## src/rtl/rtype_issuer.sv

```systemverilog
// ==== rtype_issuer: R-type encoder, command FIFO and paced issue FSM (IDLE/PRESENT/GAP) ====
// ==== Optional RTYPE_ISSUER_HAZARD_EN: +2 gap cycles on RAW dependence. Rev 1.0          ====
`default_nettype none

module rtype_issuer #(
  parameter int          DEPTH     = 4,
  parameter int          ISSUE_GAP = 3,
  parameter logic [31:0] PC_RESET  = 32'h0000_0000
) (
  input  logic        clk,
  input  logic        reset,
  input  logic        cmd_valid,
  output logic        cmd_ready,
  input  logic [3:0]  cmd_op,
  input  logic [4:0]  cmd_rd,
  input  logic [4:0]  cmd_rs1,
  input  logic [4:0]  cmd_rs2,
  output logic [31:0] instr,
  output logic        instr_valid,
  input  logic        instr_ack,
  output logic [31:0] pc,
  output logic [4:0]  fifo_level,
  output logic        err_illegal
);

  localparam int          AW     = (DEPTH > 1) ? $clog2(DEPTH) : 1;
  localparam logic [4:0]  C_FULL = 5'(DEPTH);
  localparam logic [4:0]  C_GAP  = 5'(ISSUE_GAP);
  localparam logic [31:0] C_NOP  = 32'h0000_0013;

  typedef enum logic [1:0] {IDLE = 2'd0, PRESENT = 2'd1, GAP = 2'd2} state_t;

  state_t          state, state_nxt;
  logic [31:0]     mem [DEPTH];
  logic [AW-1:0]   wr_ptr, rd_ptr;
  logic [4:0]      count, gap_cnt, gap_len;
  logic [2:0]      funct3;
  logic [6:0]      funct7;
  logic            legal, hand, push, pop;
  logic [31:0]     enc, head;

  always_comb begin
    legal  = 1'b1;
    funct3 = 3'b000;
    funct7 = 7'b0000000;
    case (cmd_op)
      4'd0: funct3 = 3'b000;
      4'd1: funct7 = 7'b0100000;
      4'd2: funct3 = 3'b001;
      4'd3: funct3 = 3'b010;
      4'd4: funct3 = 3'b011;
      4'd5: funct3 = 3'b100;
      4'd6: funct3 = 3'b101;
      4'd7: begin funct3 = 3'b101; funct7 = 7'b0100000; end
      4'd8: funct3 = 3'b110;
      4'd9: funct3 = 3'b111;
      default: legal = 1'b0;
    endcase
    enc = {funct7, cmd_rs2, cmd_rs1, funct3, cmd_rd, 7'b0110011};
  end

  assign cmd_ready   = (count != C_FULL);
  assign hand        = cmd_valid && cmd_ready;
  assign push        = hand && legal;
  assign head        = mem[rd_ptr];
  assign instr_valid = (state == PRESENT);
  assign instr       = instr_valid ? head : C_NOP;
  assign pop         = instr_valid && instr_ack;
  assign fifo_level  = count;

`ifdef RTYPE_ISSUER_HAZARD_EN
  logic [4:0] last_rd;
  logic       hazard;

  // The head is re-evaluated every GAP cycle, so a dependent word that arrives mid-gap still stretches it.
  assign hazard  = (count != 5'd0) && (last_rd != 5'd0) &&
                   ((head[19:15] == last_rd) || (head[24:20] == last_rd));
  assign gap_len = hazard ? (C_GAP + 5'd2) : C_GAP;

  always_ff @(posedge clk or negedge reset) begin
    if (!reset)   last_rd <= 5'd0;
    else if (pop) last_rd <= head[11:7];
  end
`else
  assign gap_len = C_GAP;
`endif

  always_comb begin
    state_nxt = state;
    case (state)
      IDLE:    if (count != 5'd0) state_nxt = PRESENT;
      PRESENT: if (instr_ack) begin
`ifdef RTYPE_ISSUER_HAZARD_EN
        state_nxt = GAP;
`else
        state_nxt = (ISSUE_GAP == 0) ? IDLE : GAP;
`endif
      end
      // A finished gap with work pending goes straight to PRESENT so the idle time equals the gap count.
      GAP:     if (gap_cnt >= gap_len) state_nxt = (count != 5'd0) ? PRESENT : IDLE;
      default: state_nxt = IDLE;
    endcase
  end

  always_ff @(posedge clk or negedge reset) begin
    if (!reset) begin
      state       <= IDLE;
      wr_ptr      <= '0;
      rd_ptr      <= '0;
      count       <= 5'd0;
      gap_cnt     <= 5'd0;
      pc          <= PC_RESET;
      err_illegal <= 1'b0;
    end else begin
      state <= state_nxt;
      if (push) wr_ptr <= wr_ptr + 1'b1;
      if (pop) begin
        rd_ptr <= rd_ptr + 1'b1;
        pc     <= pc + 32'd4;
      end
      case ({push, pop})
        2'b10:   count <= count + 5'd1;
        2'b01:   count <= count - 5'd1;
        default: count <= count;
      endcase
      if (pop)                gap_cnt <= 5'd1;
      else if (state == GAP)  gap_cnt <= gap_cnt + 5'd1;
      if (hand && !legal) err_illegal <= 1'b1;
    end
  end

  always_ff @(posedge clk) begin
    if (push) mem[wr_ptr] <= enc;
  end

endmodule

`default_nettype wire

```

## config.mk

```make
export PLATFORM = sky130hd
export DESIGN_NAME = rtype_issuer
export DESIGN_NICKNAME = d
export VERILOG_FILES = /design/src/rtl/rtype_issuer.sv
export SDC_FILE = /design/constraint.sdc
export NUM_CORES = 1
export LEC_CHECK = 0
export ABC_AREA = 0
export CELL_PAD_IN_SITES_DETAIL_PLACEMENT = 1
export CELL_PAD_IN_SITES_GLOBAL_PLACEMENT = 2
export CORE_MARGIN = 3
export CORE_UTILIZATION = 40
export DETAILED_ROUTE_END_ITERATION = 10
export HOLD_SLACK_MARGIN = 0.06
export PLACE_DENSITY = 0.92
export SKIP_LAST_GASP = 1
export SYNTH_ARGS = -nofsm -noshare
export SYNTH_HDL_FRONTEND = slang
export SYNTH_SLANG_ARGS = --single-unit
```

## constraint.sdc

```tcl
create_clock -name clk -period 6.5 [get_ports clk]
set_clock_uncertainty 0.1 [all_clocks]
set_input_delay 0.65 -clock clk [delete_from_list [all_inputs] [get_ports clk]]
set_output_delay 0.65 -clock clk [all_outputs]
set_load 0.03 [all_outputs]
```

# Yosys cells after proc, flatten, opt, wreduce, memory -nomap -nowiden
# Memory sizes are Yosys's and may differ from the RTL's.
# Index checks and enable logic that the tools add are counted.
# W data, S select, Z words.
# op_classes
addsub	6
n_lt_le_gt_ge	1
n_eq_ne	17
muxes	14
reduce_logical	14
# ops
op	count
$add A32 B3 Y32 const B	1
$mux W32	1
$pmux W3 S7	1
$eq A4 B3 Y1 const B	4
$add A5 B1 Y5 const B	2
$mux W5	2
$pmux W5 S2	1
$reduce_or A10 Y1	1
$eq A4 B2 Y1 const B	2
$eq A4 B4 Y1 const B	2
$mux W2	3
$mux W6	1
$pmux W2 S3	1
$ge A5 B2 Y1 const B	1
$ne A5 B3 Y1 const B	1
$reduce_bool A5 Y1	1
$sub A5 B1 Y5 const B	1
$add A2 B1 Y2 const B	2
$eq A2 B1 Y1 const B	2
$eq A2 B2 Y1 const B	2
$eq A4 B1 Y1 const B	1
$logic_and A1 B1 Y1	4
$logic_not A4 Y1	1
$mux W1	4
7 further kinds	10
# totals
reg_bits	49
mem_bits_rw	96
input_bits	23
out_inout_bits	72
elab_cells	60
memories	1
# mem_list
memory	depth	word_bits	rd	rd_ports_with_merged_regs	wr	line	source
mem	4	24	1	0	1	34	logic [31:0] mem [DEPTH];

# Logic depth before layout (Yosys ltp)
# logic_depth
ltp_word	6
ltp_mapped	14

# Worst setup path after synthesis
# No wires, ideal clock.
# synth_path
path_type	reg-to-reg
from	reg count[1] (netlist: fifo_level[1])
to	reg count[4] (netlist: fifo_level[4])
setup_ns	0.147
arrival_ns	3.086
required_ns	6.253
slack_ns	3.167
stages_incl_launch_ff	15
n_path_buf	3
synth_period_minus_slack_ns	3.333
path_cell_list	dfrtp_1 buf_2 nor4_2 nand2_1 and3_1 clkbuf_1 inv_1 ha_1 clkbuf_1 xor2_1 ha_1 o211a_1 nor3_1 a2111oi_0 xor2_1
# synth_via
elab_chain_len	5
word_cells_on_any_way	9
classes_between	add/sub: 2; eq/ne: 3; mux: 1; reduce/logical: 3
# synth_lines
element	line	source
from (decl)	36	logic [4:0] count, gap_cnt, gap_len;
from (signal assigned)	122	2'b10: count <= count + 5'd1;
from (signal assigned)	123	2'b01: count <= count - 5'd1;
from (signal assigned)	124	default: count <= count;
$ne A5 B3 Y1 *	62	assign cmd_ready = (count != C_FULL);
named net cmd_ready	13	output logic cmd_ready,
$logic_and A1 B1 Y1 *	63	assign hand = cmd_valid && cmd_ready;
$logic_and A1 B1 Y1 *	64	assign push = hand && legal;
$eq A2 B1 Y1 or $eq A2 B2 Y1 (tied branches)	121	case ({push, pop})
$pmux W5 S2 or $reduce_bool A2 Y1 (tied branches)	--	
# Mark *: on every way through the listed nets, which the timed path passes. The rest lies on a longest branch.
# A chain may end at the register's enable or synchronous reset.

# Worst setup path in the final report
# layout_path
from	reg rd_ptr[1]
to	out instr[30]
# layout_via
elab_chain_len	2
# layout_lines
element	line	source
from (decl)	35	logic [AW-1:0] wr_ptr, rd_ptr;
from (signal assigned)	118	rd_ptr <= rd_ptr + 1'b1;
$mem_v2 Z4 W24	--	
$mux W32	67	assign instr = instr_valid ? head : C_NOP;
to (decl)	18	output logic [31:0] instr,
# No other way between the ends.

==> flow_summary.toml <==
[place]
io_buffers = 80
dp_hpwl_um = 7677
gp_congestion = 0.7813
place_area_um2 = 6379
dp_cells = 615

[global_route]
antenna_found_initial = 0
grt_pass1_wl_um = 18960
gr-usage-met3 = 0.04437
gr-usage-met2 = 0.2749
grt_start_max_net_pins = 48
grt_pass1_vias = 3603
grtUsageMet1 = 0.2093
grt-busiest-layer = "met2"
gr-total-overflow = 0
grt_usage = 0.1681

[layout]
layout-drive-gt1-share = 0.1401
fillers = 1332
multi_input_comb_area_um2 = 1856
seq_area_um2 = 3458
nets = 491
diodes = 0
fin_area_um2 = 6980
area_growth_syn_to_layout_pct = 27.06
stdcell_count = 647

[power]
combPwrFrac = 0.327
p_sw_frac = 0.3342
power.share.clock = 0.315
power_switching_mw = 1.011
power_density_nw_per_um2 = 433.2
cell_internal_pwr_mw = 2.013
ir_drop_uv = 226.0
power_frac_seq = 0.358
p_leak_nw = 2.709

[clock_network]
clock_latency_ns = 0.41
cts_resized = 0
htree_levels = 4
root_buffer = "clkbuf_16"
cts_sinks = 123
cts_setup_buffers = 0
cts_tree = "yes"
cts-hold-fix-buffers = 0
numCtsBuffers = 17
clkTransAtPathRegs_ns = 0.06
cts_buffer_depth = 2

[status]
status = "complete, no violations"

[synth]
syn_inst = 376
ys_seq_elements = 123
ys_top_cells_by_area = "edfxtp_1 42%, dfrtp_1 21%, mux4_2 7.8%"
ys_warn_count = 0
synth_edf_count = 76
synth_top_area_frac = 0.4154
async_reset_ff_frac = 0.3821
synth_common_cells = "76 x edfxtp_1, 47 x dfrtp_1, 24 x xor2_1, 23 x nand2_1, 20 x nor2b_1"
yosysTopAreaCell = "edfxtp_1"
ys_types = 49
synth_ff_type = "edfxtp_1"
yosysMostFrequentCell = "edfxtp_1"
synth.cell_area_um2 = 5494
yosysSeqAreaShare = 0.6295
syn_avg_cell_area_um2 = 14.61

[timing]
fin_setup_tns_ns = 0
finalHoldViolations = 0
maxSlewHeadroom = 0.2672
setup_viol = 0
layout_min_cycle_time_ns = 3.402
finalCritPeriodShare = 0.5234
rsz0062_at_grt = "no"
worst_pin_slew_ns = 1.099
fmax_ghz = 0.2939
slew_viol_final = 0

[floorplan]
coreArea_um2 = 13350
fp.dieArea_um2 = 15180
fp.dieH_um = 123.2
num_rows = 42
pin_count = 95
start_util = 0.4116
die_width_um = 123.2

[setup_path]
slowest_stage = "dfrtp_1"
worst-setup-path-type = "reg -> out"
crit_arrival_ns = 2.65
path_buf_inv = 1
crit_path_cell_trace = "mux4_2 > nor2b_1 > clkdlybuf4s50_1"
path_max_fanout = 20
slowest_delay_ns = 0.97
r2r_setup_slack_ns = 3.27
end_kind = "primary output"
critPathTopFamily = "flip-flops"
critPathLaunchType = "flop"
cp.required_ns = 5.75

[min_path]
hp-class = "in -> async"

[detailed_routing]
firstDrtPassIters = 5
viasPerCell = 5.153
wl_per_cell_um = 18.35
drtIter0Drc = 173
drc = 0
drt_wl_total_um = 11870
vias = 3334
ant_nets = 0

[run]
maxCapViolCount = 0
-- stage by stage --
step | setup slack [ns] | utilization | power [mW] | hold WS [ns]
after floorplan | 3.167 | - | 1.744 | 0.2544
after global placement | 3.053 | 0.4779 | 2.069 | 0.3575
after detailed placement | 2.815 | 0.4779 | 2.100 | 0.3609
after CTS | 3.059 | 0.5230 | 3.067 | 0.3727
after global routing | 2.946 | 0.5230 | 3.185 | 0.4003
final | 3.098 | 0.5230 | 3.024 | 0.3485
-- final cells by class --
| type | instances | area share |
|---|---|---|
| tap | 176 | 0.03155 |
| clock buffer | 18 | 0.06148 |
| sequential | 123 | 0.4954 |
| multi-input combinational | 224 | 0.2658 |
| clock inverter | 14 | 0.02474 |
| inverter | 11 | 0.005915 |
| timing repair buffer | 81 | 0.1151 |
-- logic make-up after synthesis --
kind of cell / after synthesis / share of synthesized area
DFF: 123 / 0.6295
adders and majority gates: 11 / 0.02460
buffers and inverters: 41 / 0.04099
muxes: 21 / 0.08199
AOI/OAI and AO/OA: 19 / 0.02232
xor gates and xnor gates: 40 / 0.06377
and+or+nand+nor: 119 / 0.1355
other: 2 / 0.001367
-- metal layers --
layer | part of all wire | wire, um
met1 | 0.43 | 5131
met3 | 0.045 | 537
met2 | 0.50 | 5911
met4 | 0.024 | 290
met5 | 0 | 0
-- sequential cells by signal (all words and copies together) (netlist names) --
register,cells
gap_cnt,5
mem,76
state,2
wr_ptr,2
rd_ptr,2
pc,30
err_illegal,1
fifo_level,5
-- layout by cell type (no fill, tap or decap), types with 5 or more instances in the layout --
cell,instances
clkinvlp_4,5
xnor2_1,16
nor4_2,5
nand3_1,13
nor2_1,11
nor2b_1,20
nand2_1,23
and3_1,5
dfrtp_1,47
inv_1,11
edfxtp_1,76
conb_1,14
clkdlybuf4s50_1,79
ha_1,10
nor3_1,11
and2_1,5
mux4_2,19
xor2_1,24
clkbuf_16,17
o21ai_0,8
-- power by group through the flow --
| stage | clock network, mW | registers, mW | logic (mW) |
|---|---|---|---|
| floorplan | 0 | 1.10 | 0.647 |
| global placement | 0 | 1.09 | 0.980 |
| detailed placement | 0 | 1.10 | 1.00 |
| CTS | 0.970 | 1.09 | 1.01 |
| global route | 1.01 | 1.10 | 1.07 |
| finish | 0.952 | 1.08 | 0.988 |
-- worst paths after layout --
check / startpoint / end / depth (start not counted)
max in group asynchronous: reset / wr_ptr[0] / 1
min: reset / pc[24] / 1
max: rd_ptr[1] / instr[30] / 3
min reg2reg: pc[31] / pc[31] / 1
max reg2reg: fifo_level[1] / fifo_level[4] / 11
min in group clk: pc[31] / pc[31] / 1
(Power assumes the default switching activity.)
==> edit: new RTL, config.mk and constraints unchanged <==
The 3 states of `state_t` get a one-hot encoding in 3 bits.
--- a/src/rtl/rtype_issuer.sv
+++ b/src/rtl/rtype_issuer.sv
@@ -28,7 +28,7 @@
   localparam logic [4:0]  C_GAP  = 5'(ISSUE_GAP);
   localparam logic [31:0] C_NOP  = 32'h0000_0013;
 
-  typedef enum logic [1:0] {IDLE = 2'd0, PRESENT = 2'd1, GAP = 2'd2} state_t;
+  typedef enum logic [2:0] {IDLE = 3'b001, PRESENT = 3'b010, GAP = 3'b100} state_t;
 
   state_t          state, state_nxt;
   logic [31:0]     mem [DEPTH];
Formal check against the unedited RTL: same outputs for any inputs over 10 cycles, from zero or initial values and one cycle with reset low; not proved beyond that.
==> edit against the unedited design <==
- maximum frequency decreased by 4.1%
- via count up 0.33%
- total power decreased by 2.8%
- utilization grew 0.43 points
- die area rose by 0.57%
- area after synthesis up 0.59%
- sequential cell count is 1 higher
- critical path depth rose by 1
- final area up 1.2%
- routed wire length up 2.9%
- count of clock-buffer cells in the layout is 1 lower
- hold slack got worse by 0.12 ns
- worst setup slack lost 0.14 ns
- synthesized cell count is 1.3% higher
- critical endpoint is now instr[13]
- largest cell class unchanged
- largest power group unchanged
==> edit: results (changes against the unedited design) <==
The part of the total power dissipated in sequential elements came out at 37.5% (was 35.8%). The slowest cell on the critical path was sky130_fd_sc_hd__clkdlybuf4s50_1 (was sky130_fd_sc_hd__dfrtp_1). For the footprint of the multi-input gates, the log shows 0.00184 mm² (was 0.00186 mm²). The run gives 47 (was 49) as the number of distinct library cells after synthesis.

The number of sinks handled by clock tree synthesis is 124 (was 123). Arrival time of data at the critical path endpoint: 2.80 ns (was 2.65 ns). The maximum cell stage delay along the critical path was 0.67 ns (was 0.97 ns). The half-perimeter wire length after detailed placement came out at 8030 µm (was 7680 µm). The area growth from synthesis to layout works out to 27.8% (was 27.1%). The cell count after placement was 622 (was 615); the xor/xnor cell area share of the yosys netlist was 6.97% (was 6.38%). The origin of the critical flop-to-flop path was state[1]$_DFFE_PN0P_ (was fifo_level[1]$_DFFE_PN0P_).

For the sequential fraction of the synthesis area, the log shows 63.1% (was 62.9%). Leading cell types by total area after synthesis: sky130_fd_sc_hd__edfxtp_1, sky130_fd_sc_hd__dfrtp_1, sky130_fd_sc_hd__mux4_2 (unchanged). List of most frequent post-synthesis cells: sky130_fd_sc_hd__edfxtp_1, sky130_fd_sc_hd__dfrtp_1, sky130_fd_sc_hd__xor2_1 (unchanged). The number of design-rule violations left by the first detailed-router iteration is 206 (was 173), and the per-instance average area after synthesis is 14.5 µm² (was 14.6 µm²). The first-pass GRT wire length was 19300 µm (was 19000 µm). For the leakage dissipation, the log shows 2.76 nW (was 2.71 nW). The buffer count excluding the clock tree in the final layout was 82 (was 81); the global placement routability congestion was 0.740 (was 0.781). The shortest period the worst path allows was 3.55 ns (was 3.40 ns); the count of TritonRoute iterations in the first routing pass was 7 (was 5). The cell area after placement came out at 0.00641 mm² (was 0.00638 mm²). Total power after layout: 2.94 mW (was 3.02 mW). Share of layout cells above drive strength 1: 13.4% (was 14.0%).

The worst slack on hold paths is 0.225 ns (was 0.348 ns), and the async set-reset flop share out of synthesis is 38.7% (was 38.2%). The gate family responsible for the most delay along the worst path was buffers and inverters (was flip-flops). The detailed-route vias per instance is 5.11 (was 5.15), and the maximum fanout along the worst path is 21 (was 20). The tools report the total number of nets in the final design as 497 (was 491). End point of the critical path: instr[13] (was instr[30]). The total routing usage reported by global routing is 17.1% (was 16.8%), and the maximum number of pins on one net before global-route repair is 49 (was 48). Count of filler cells inserted in the layout: 1330 (was 1332). The run finished with clean final reports.

The run gives 36.1% (was 31.5%) as the power share of the clock group. The worst vdd rail ir drop was 0.252 mV (was 0.226 mV). Synthesized-area fraction occupied by adder cells: 2.04% (was 2.46%). The multiplexer area fraction after synthesis is 8.54% (was 8.20%). The mean routed wirelength per cell came out at 18.7 µm (was 18.3 µm).
edit: cell count changes after synthesis, moves of 3 or more:
| cell | before | now |
|---|---|---|
| sky130_fd_sc_hd__nor2_1 | 11 | 16 |
| sky130_fd_sc_hd__nor2b_1 | 20 | 2 |
| sky130_fd_sc_hd__and2_1 | 5 | 24 |
| sky130_fd_sc_hd__xor2_1 | 24 | 27 |
| sky130_fd_sc_hd__nor4_2 | 5 | 0 |
| sky130_fd_sc_hd__buf_2 | 6 | 3 |
| sky130_fd_sc_hd__nand2_1 | 23 | 16 |
| sky130_fd_sc_hd__nand4_1 | 4 | 7 |
| sky130_fd_sc_hd__nor4_1 | 3 | 7 |
| sky130_fd_sc_hd__nor3_1 | 11 | 7 |
edit: metal layers:
metal / up-vias / wire, µm / track usage, %
met1: 1725 / 5210 / 20.9
met3: 12 / 497 / 4.85
li1: 1525 / - / -
met4: 0 / 151 / 5.33
met5: - / 0 / 0
met2: 83 / 6360 / 29.5
